[config.mk]
export PLATFORM = sky130hd
export DESIGN_NAME = fifo_write_ctrl
export DESIGN_NICKNAME = d
export VERILOG_FILES = /design/src/rtl/fifo_write_ctrl.sv
export SDC_FILE = /design/constraint.sdc
export NUM_CORES = 1
export LEC_CHECK = 0
export CORE_UTILIZATION = 42
export DETAILED_ROUTE_END_ITERATION = 8
export GPL_ROUTABILITY_DRIVEN = 0
export PLACE_DENSITY_LB_ADDON = 0.25
export SYNTH_ARGS = -nofsm -noshare
export SYNTH_HDL_FRONTEND = slang
export SYNTH_SLANG_ARGS = --single-unit
[constraint.sdc]
create_clock -name clk_s -period 8.8 [get_ports clk_s]
set_input_delay 1.32 -clock clk_s [delete_from_list [all_inputs] [get_ports clk_s]]
set_output_delay 1.32 -clock clk_s [all_outputs]
set_load 0.02 [all_outputs]
[src/rtl/fifo_write_ctrl.sv]
// Write-side controller of an asynchronous FIFO: binary/Gray write pointer,
// read-pointer synchroniser, write-domain occupancy and full/overflow flags.
module fifo_write_ctrl #(
  parameter int DATA_W      = 8,
  parameter int ADDR_W      = 3,
  parameter int AFULL_TH    = 6,
  parameter int SYNC_STAGES = 2
) (
  input  logic              clk_s,
  input  logic              rst,
  input  logic              write_signal,
  input  logic [DATA_W-1:0] din,
  input  logic [ADDR_W:0]   rd_ptr_gray,
  input  logic              clr_overflow,
  output logic              wr_en,
  output logic [ADDR_W-1:0] wr_addr,
  output logic [DATA_W-1:0] wr_data,
  output logic [ADDR_W:0]   wr_ptr_gray,
  output logic              full,
  output logic              almost_full,
  output logic [ADDR_W:0]   level,
  output logic              overflow
);

  localparam int              DEPTH   = 1 << ADDR_W;
  localparam logic [ADDR_W:0] DEPTH_V = DEPTH[ADDR_W:0];
  localparam logic [ADDR_W:0] AFULL_V = AFULL_TH[ADDR_W:0];

  logic [ADDR_W:0] wr_bin;
  logic [ADDR_W:0] wr_bin_next;
  logic [ADDR_W:0] rd_sync_q [SYNC_STAGES];
  logic [ADDR_W:0] rd_bin_sync;

  // Handshake: write_signal is a request with no back-pressure. wr_en marks
  // acceptance in the same cycle (request and not full); a request seen while
  // full is dropped, the pointer holds, and the event is latched in overflow.
  assign wr_en   = write_signal & ~full;
  assign wr_data = din;
  assign wr_addr = wr_bin[ADDR_W-1:0];

  always_comb begin
    wr_bin_next = wr_bin;
    if (wr_en) wr_bin_next = wr_bin + 1'b1;
  end

  // Gray pointer is registered from the next binary value so it leaves the
  // domain straight from a flop and always matches gray(wr_bin).
  always_ff @(posedge clk_s or posedge rst) begin
    if (rst) begin
      wr_bin      <= '0;
      wr_ptr_gray <= '0;
    end else begin
      wr_bin      <= wr_bin_next;
      wr_ptr_gray <= wr_bin_next ^ (wr_bin_next >> 1);
    end
  end

  always_ff @(posedge clk_s or posedge rst) begin
    if (rst) begin
      for (int i = 0; i < SYNC_STAGES; i++) rd_sync_q[i] <= '0;
    end else begin
      rd_sync_q[0] <= rd_ptr_gray;
      for (int i = 1; i < SYNC_STAGES; i++) rd_sync_q[i] <= rd_sync_q[i-1];
    end
  end

  // Gray to binary: each bit is the XOR of all Gray bits at or above it.
  always_comb begin
    rd_bin_sync = '0;
    for (int i = 0; i <= ADDR_W; i++)
      rd_bin_sync[i] = ^(rd_sync_q[SYNC_STAGES-1] >> i);
  end

  assign level       = wr_bin - rd_bin_sync;
  assign full        = (level == DEPTH_V);
  assign almost_full = (level >= AFULL_V);

  // Set wins over clear when both happen on the same edge.
  always_ff @(posedge clk_s or posedge rst) begin
    if (rst)                       overflow <= 1'b0;
    else if (write_signal && full) overflow <= 1'b1;
    else if (clr_overflow)         overflow <= 1'b0;
  end

endmodule

Word-level counts from Yosys, hierarchy flattened
Cells that the tools add are included.
- muxes and demuxes: 3
- add/sub/neg operators: 2
- eq/ne operators: 1
- reductions and logical operators: 6
- bitwise operators: 3
- $lt $le $gt $ge: 1
- operators by type and width (cell ; number):
    XOR reduction 4 bit ; 4
    adder 4 x 1 -> 4 bit, second input constant ; 1
    == test 4 bit, second input constant ; 1
    greater-or-equal comparator 4 x 3 -> 1 bit, second input constant ; 1
    2-to-1 mux 4 bit ; 1
    subtractor 4 bit ; 1
    bitwise XOR 4 x 3 -> 4 bit ; 1
    2-to-1 mux 1 bit ; 2
    nonzero test 2 bit ; 1
    AND 1 bit ; 1
    logical AND 1 bit ; 1
    NOT 1 bit ; 1
- output and inout bits: 23
- input port bits: 16
- register bits after elaboration: 17
- logic and storage cells: 21

Depth between registers and ports, before layout
Gate-level depths: netlist of run 1.
- depth in word-level cells: 7
- depth in mapped cells: 11

Least setup slack after synthesis of run 1
Ideal clock, no wire load.
- path type: register -> output
- start point: register rd_sync_q[3] (netlist name)
- end point: output full
- cell stages (with the launch flop): 9
- slack: 4.692 ns
- arrival time: 2.788 ns
- data required time: 7.480 ns
- path through: dfrtp_1 -> xnor2_1 -> xor2_1 -> xnor2_1 -> ha_1 -> inv_1 -> fa_1 -> or3_4 -> nor3_1
- word-level cells in the longest chain between the ends: 3
- RTL lines (what ; RTL line ; RTL):
    start: declaration ; 31 ; logic [ADDR_W:0] rd_sync_q [SYNC_STAGES];
    XOR reduction 4 bit ; 71 ; rd_bin_sync[i] = ^(rd_sync_q[SYNC_STAGES-1] >> i);
    subtractor 4 bit (*) ; 74 ; assign level = wr_bin - rd_bin_sync;
    net level[1] ; 21 ; output logic [ADDR_W:0] level,
    == test 4 bit (*) ; 75 ; assign full = (level == DEPTH_V);
    end: declaration ; 19 ; output logic full,
Mark *: on every way through the listed nets, which the timed path passes. The rest lies on a longest branch.

Worst setup path after layout of run 1
- start point: register rd_sync_q[3] (netlist name)
- end point: output wr_en
- word-level cells in the longest chain between the ends: 5
- RTL lines (what ; RTL line ; RTL):
    XOR reduction 4 bit ; 71 ;
    subtractor 4 bit (*) ; 74 ;
    == test 4 bit (*) ; 75 ;
    NOT 1 bit (*) ; 37 ; assign wr_en = write_signal & ~full;
    AND 1 bit (*) ; 37 ;
    end: declaration ; 15 ; output logic wr_en,
Every way passes the cells marked *; elsewhere a longest branch is shown, timed or not.

==> impl_metrics.env, run 1 <==
export IMPL_holdCritStartpoint="rd_sync_q[4]"
export IMPL_crit_start="rd_sync_q[3]"
export IMPL_worstMarginPinSlew_ps=586
export IMPL_antenna_found_initial=0
export IMPL_setup_viol=0
export IMPL_critPathLaunchType="flip-flop"
export IMPL_p_leak_nw=0.461
export IMPL_critPathKind="flip-flop to output pin"
export IMPL_antenna_cells=0
export IMPL_clock_latency_ps=280
export IMPL_path_cells="xnor2_1, xor2_1, xnor2_1, ha_1, inv_1, fa_1, xor2_1, or3_4, o31ai_4, inv_1, clkdlybuf4s50_1"
export IMPL_synth_enable_flop_cells=0
export IMPL_die_w_um=46.0
export IMPL_avgRoutedWirePerCell_um=11.4
export IMPL_setup_tns_ps=0
export IMPL_maxSlewViolCount=0
export IMPL_drc=0
export IMPL_skew_ps=4.37
export IMPL_hpwlAfterDp_mm=1.01
export IMPL_yosysTopAreaCellShare_pct=49.2
export IMPL_grt_pass1_vias=468
export IMPL_cp_end_kind="output pin"
export IMPL_clockBufferDepth=2
export IMPL_yosysTopAreaCell="dfrtp_1"
export IMPL_overflow=0
export IMPL_vdd_drop_max_uv=202
export IMPL_cts_buffers=3
export IMPL_min_period_ps=4900
export IMPL_yosys_register_bits=16
export IMPL_wl_mm=1.29
export IMPL_initial_core_util_pct=46.2
export IMPL_clock_sinks=16
export IMPL_cts_root_buf="clkbuf_4"
export IMPL_rsz0062_at_grt="false"
export IMPL_core_area_um2=1760
export IMPL_fmax_ghz=0.204
export IMPL_rows=15
export IMPL_syn_avg_cell_area_um2=11.6
export IMPL_final_area_um2=1040
export IMPL_synth_cell_types=22
export IMPL_dieArea_um2=2120
export IMPL_critPathSlowestCell="clkdlybuf4s50_1"
export IMPL_r2r_start="rd_sync_q[3]"
export IMPL_final_cell_count_no_fill=113
export IMPL_hold_slack_ps=355
export IMPL_drtIter0Drc=3
export IMPL_cts_htree_levels=1
export IMPL_synth_top_cells_by_count="dfrtp_1, buf_4, inv_1"
export IMPL_ys_flop_type="dfrtp_1"
export IMPL_slowest_delay_ps=540
export IMPL_die_h_um=46.0
export IMPL_placed_cell_area_um2=1010
export IMPL_async_reset_ff_share_pct=100
export IMPL_crit_family="XOR/XNOR gates"
export IMPL_port_buffer_count=22
export IMPL_synth_area_leaders="dfrtp_1, xnor2_1, buf_4"
export IMPL_clkSlewWorstSetupHoldPaths_ps=90
export IMPL_dp_cells=109
export IMPL_drtAntennaViolNets=0
export IMPL_utilization_pct=59.1
export IMPL_synth_area_um2=815
export IMPL_io_pins=39
export IMPL_grt_first_pass_wirelength_mm=1.93
export IMPL_synth_warnings=0
export IMPL_syn_num_nets=91
export IMPL_holdCritPathClass="flip-flop to flip-flop"
export IMPL_firstDrtPassIters=2
export IMPL_synthMostInstantiatedCell="dfrtp_1"
export IMPL_synthToLayoutAreaGrowth_pct=28.0
export IMPL_crit_arrival_ps=3580
export IMPL_grt_usage_pct=13.2
export IMPL_cts_tree="done"
export IMPL_grt_start_max_net_pins=17
export IMPL_maxSlewHeadroom_pct=60.9
export IMPL_vias_per_cell=4.78
export IMPL_synth_seq_area_share_pct=49.2
export IMPL_fin_nets=110
export IMPL_synthCells=70
export IMPL_status="completed"
export IMPL_cellPowerDensity_nw_per_um2=438
export IMPL_critical_path_max_fanout=8
export IMPL_drive_gt1_share_pct=6.82
export IMPL_cts_resized=0
export IMPL_finalHoldViolations=0
export IMPL_postCtsHoldBufs=0
export IMPL_vias=540
export IMPL_cap_viol_max_count=0
export IMPL_critPathBufInv=3
export IMPL_fillers=160
export IMPL_finalCritPeriodShare_pct=55.7
export IMPL_worstPathRequired_ps=7480
export IMPL_post_cts_buffers=0
==> layout make-up <==
class	instances	area [µm²]	area share [%]
Timing Repair Buffer	22	220	21.1
Tap cell	25	31.3	3.00
Multi-Input combinational cell	38	324	31.1
Clock buffer	4	36.3	3.48
Sequential cell	16	400	38.4
Inverter	8	30.0	2.88
==> where the power goes <==
group	switching [mW]	internal, mW
registers	0.0228	0.0954
logic	0.149	0.140
clock network	0.0232	0.0252
total	0.195	0.261
==> sequential cells by signal, summed over array words and instances (netlist names) <==
name / cells
rd_sync_q: 8
wr_ptr_gray: 3
overflow: 1
wr_bin: 4
==> kinds of logic after synthesis <==
logic type	count (synthesis)	synth area share, %
AO/OA/AOI/OAI	9	9.06
XOR/XNOR	12	12.9
adder cells (fa/ha/maj)	5	8.60
buffers and inverters	16	11.1
flip-flops	16	49.2
multiplexers	2	2.46
AND/OR/NAND/NOR	10	6.76
==> metal layers <==
| metal | vias up | track usage (%) | share of wire [%] |
|---|---|---|---|
| li1 | 258 | - | - |
| met1 | 266 | 16.6 | 45 |
| met2 | 16 | 21.1 | 50 |
| met3 | 0 | 3.57 | 4.9 |
| met4 | 0 | 5.88 | 0 |
| met5 | - | 0 | 0 |
==> final timing paths <==
check,slack [ps],depth (start not counted),to
hold / removal,360,0,rd_sync_q[0]
max in group asynchronous,7030,2,overflow
setup reg to reg,5640,11,wr_ptr_gray[1]
setup / recovery,3900,11,wr_en
min in group asynchronous,1390,2,rd_sync_q[7]
hold reg to reg,360,0,rd_sync_q[0]
==> per-stage QoR <==
step                      setup slack, ps  power (mW)
after floorplan                      4690       0.304
after CTS                            3860       0.460
after global routing                 3660       0.487
after global placement               4240       0.406
final                                3900       0.456
after detailed placement             4180       0.411
==> layout by cell type, fill, tap and decap left out <==
| cell type | count |
|---|---|
| clkdlybuf4s50_1 | 22 |
| dfrtp_1 | 16 |
| inv_1 | 8 |
| xnor2_1 | 7 |
| xor2_1 | 5 |
| ha_1 | 4 |
| nand2_1 | 3 |
| clkbuf_4 | 3 |
| a21oi_1 | 2 |
| nor3_1 | 2 |
| o21ai_0 | 2 |
| mux2i_1 | 2 |
| nand3b_1 | 1 |
| and3_1 | 1 |
| nor2_1 | 1 |
| or3_4 | 1 |
| o31ai_4 | 1 |
| o311ai_1 | 1 |
| nand3_1 | 1 |
| o21a_1 | 1 |
| o2bb2ai_1 | 1 |
| a21o_1 | 1 |
| fa_1 | 1 |
| clkbuf_8 | 1 |
==> worst register-to-register path: cells and delay by family, from the launching register on <==
kind / cells / cell delay, ps
AOI/OAI and AO/OA: 1 / 390
xor gates and xnor gates: 5 / 1050
adders and majority gates: 2 / 540
buffers and inverters: 1 / 60
DFF: 1 / 410
muxes: 1 / 280
and+or+nand+nor: 1 / 360
(Power assumes the default switching activity.)
==> run 2, diff against run 1 <==
--- a/config.mk
+++ b/config.mk
@@ -5,7 +5,7 @@
 export SDC_FILE = /design/constraint.sdc
 export NUM_CORES = 1
 export LEC_CHECK = 0
-export CORE_UTILIZATION = 42
+export CORE_UTILIZATION = 39
 export DETAILED_ROUTE_END_ITERATION = 8
 export GPL_ROUTABILITY_DRIVEN = 0
 export PLACE_DENSITY_LB_ADDON = 0.25
==> constraint.sdc (replaced) <==
create_clock -name clk_s -period 5.1 [get_ports clk_s]
set_input_delay 0.765 -clock clk_s [delete_from_list [all_inputs] [get_ports clk_s]]
set_output_delay 0.765 -clock clk_s [all_outputs]
set_load 0.02 [all_outputs]
==> run 2 against run 1 <==
Register-to-register slack lost 3700 ps. Routed wire length fell by 1.3%. Die area increased by 7.3%. Count of clock-buffer cells in the layout unchanged. Critical endpoint unchanged. Total power up 73%. Global-route usage grew 0.10 points. Clock skew increased by 4.6 ps. Sequential share of layout area fell by 0.092 points.
==> impl_metrics.env, run 2 (synthesized netlist as in run 1, its figures left out) <==
export IMPL_rsz0062_at_grt="false"
export IMPL_utilization_pct=53.3
export IMPL_cp_end_kind="output pin"
export IMPL_p_leak_nw=0.461
export IMPL_clockBufferDepth=2
export IMPL_port_buffer_count=22
export IMPL_holdCritPathClass="flip-flop to flip-flop"
export IMPL_dieArea_um2=2280
export IMPL_hold_slack_ps=353
export IMPL_critical_path_max_fanout=8
export IMPL_status="completed"
export IMPL_die_h_um=47.7
export IMPL_regArea_um2=400
export IMPL_r2r_start="rd_sync_q[3]"
export IMPL_final_cell_count_no_fill=115
export IMPL_overflow=0
export IMPL_cts_buffers=3
export IMPL_p_int_mw=0.450
export IMPL_dp_cells=111
export IMPL_power_frac_clock_pct=10.4
export IMPL_core_area_um2=1960
export IMPL_largest_register_ffs=8
export IMPL_skew_ps=9.00
export IMPL_cap_viol_max_count=0
export IMPL_cts_htree_levels=1
export IMPL_synthToLayoutAreaGrowth_pct=28.3
export IMPL_grt_start_max_net_pins=17
export IMPL_fmax_ghz=0.231
export IMPL_cellPowerDensity_nw_per_um2=754
export IMPL_reg_top3="rd_sync_q: 8 flops, wr_bin: 4 flops, wr_ptr_gray: 3 flops"
export IMPL_grt_usage_pct=13.3
export IMPL_post_cts_buffers=0
export IMPL_power_switching_mw=0.337
export IMPL_setup_viol=0
export IMPL_worstMarginPinSlew_ps=569
export IMPL_io_pins=39
export IMPL_vias_per_cell=4.70
export IMPL_postCtsHoldBufs=0
export IMPL_drtAntennaViolNets=0
export IMPL_maxSlewViolCount=0
export IMPL_wl_mm=1.27
export IMPL_maxSlewHeadroom_pct=62.0
export IMPL_reg2reg_to="wr_ptr_gray[0]"
export IMPL_final_common_cell="clkdlybuf4s50_1"
export IMPL_grt_pass1_vias=458
export IMPL_multi_input_area_um2=324
export IMPL_drive_gt1_share_pct=6.82
export IMPL_vias=541
export IMPL_rows=16
export IMPL_crit_arrival_ps=3570
export IMPL_p_comb_share_pct=63.8
export IMPL_clkSlewWorstSetupHoldPaths_ps=80
export IMPL_drtIter0Drc=3
export IMPL_avgRoutedWirePerCell_um=11.1
export IMPL_final_cell_mix="clkdlybuf4s50_1, dfrtp_1, inv_1"
export IMPL_vdd_drop_max_uv=274
export IMPL_antenna_found_initial=0
export IMPL_clock_latency_ps=290
export IMPL_r2r_cells=11
export IMPL_die_w_um=47.7
export IMPL_finalCritPeriodShare_pct=85.1
export IMPL_top_register="rd_sync_q"
export IMPL_worstPathRequired_ps=4340
export IMPL_fin_nets=110
export IMPL_hold_path_cell_count=0
export IMPL_finalHoldViolations=0
export IMPL_cts_resized=0
export IMPL_drc=0
export IMPL_p_sw_share_pct=42.8
export IMPL_pwr_share_seq_pct=25.8
export IMPL_rrSetupSlack_ps=1950
export IMPL_grt_first_pass_wirelength_mm=1.98
export IMPL_critPathKind="flip-flop to output pin"
export IMPL_min_period_ps=4340
export IMPL_antenna_cells=0
export IMPL_holdPathEnd="rd_sync_q[0]"
export IMPL_hpwlAfterDp_um=993
export IMPL_clock_sinks=16
export IMPL_holdCritStartpoint="rd_sync_q[4]"
export IMPL_cts_tree="done"
export IMPL_setup_tns_ps=0
export IMPL_fillers=198
export IMPL_firstDrtPassIters=4
export IMPL_critPathLaunchType="flip-flop"
export IMPL_cts_root_buf="clkbuf_4"
export IMPL_initial_core_util_pct=41.5
==> run 2: cell counts in the layout (fill, tap and decap cells not counted) <==
Identical to the previous run, type by type.
==> run 2: routing by layer <==
layer | vias to the layer above | wire length [µm] | track usage, %
met5 | - | 0 | 0
met4 | 0 | 16 | 7.78
met3 | 4 | 99 | 4.91
met2 | 20 | 655 | 21.6
met1 | 256 | 501 | 15.0
li1 | 261 | - | -
==> run 2: how the worst max path moves through the flow <==
stage | from | end | slack [ps]
2_1_floorplan | rd_sync_q[3] | full | 1550
3_3_place_gp | rd_sync_q[3] | wr_en | 1110
3_5_place_dp | rd_sync_q[3] | wr_en | 1030
4_1_cts | rd_sync_q[3] | wr_en | 700
5_1_grt | rd_sync_q[3] | wr_en | 540
6_report | rd_sync_q[3] | wr_en | 760
==> run 2: worst max-delay path, cell delays in order (launching register included) <==
cell and delay (ps):
dfrtp_1 400, xnor2_1 240, xor2_1 350, xnor2_1 160
ha_1 180, inv_1 50, fa_1 370, xor2_1 180
or3_4 370, o31ai_4 380, inv_1 80, clkdlybuf4s50_1 540
==> run 2: layout make-up <==
type | count | share of cell area (%)
Multi-Input combinational cell | 38 | 31.0
Tap cell | 27 | 3.23
Sequential cell | 16 | 38.3
Timing Repair Buffer | 22 | 21.1
Inverter | 8 | 2.87
Clock buffer | 4 | 3.47
==> run 2: power by group through the flow <==
stage | Sequential (mW) | Combinational (mW) | Clock (mW)
2_1_floorplan | 0.241 | 0.283 | 0
3_3_place_gp | 0.207 | 0.495 | 0
3_5_place_dp | 0.206 | 0.505 | 0
4_1_cts | 0.204 | 0.507 | 0.0863
5_1_grt | 0.209 | 0.550 | 0.0889
6_report | 0.203 | 0.502 | 0.0817
==> run 2: metrics by stage <==
step	instance area (µm²)	power [mW]	worst slack (ps)
floorplan	815	0.524	1550
global placement	1010	0.701	1110
detailed placement	1010	0.711	1030
CTS	1040	0.797	704
global route	1040	0.848	537
finish	1040	0.787	762
==> run 3, diff against run 2 <==
--- a/config.mk
+++ b/config.mk
@@ -9,6 +9,7 @@
 export DETAILED_ROUTE_END_ITERATION = 8
 export GPL_ROUTABILITY_DRIVEN = 0
 export PLACE_DENSITY_LB_ADDON = 0.25
+export SLEW_MARGIN = 20
 export SYNTH_ARGS = -nofsm -noshare
 export SYNTH_HDL_FRONTEND = slang
 export SYNTH_SLANG_ARGS = --single-unit
==> results of run 3 <==
The final DEF is identical to that of run 2; final timing and power are the same.
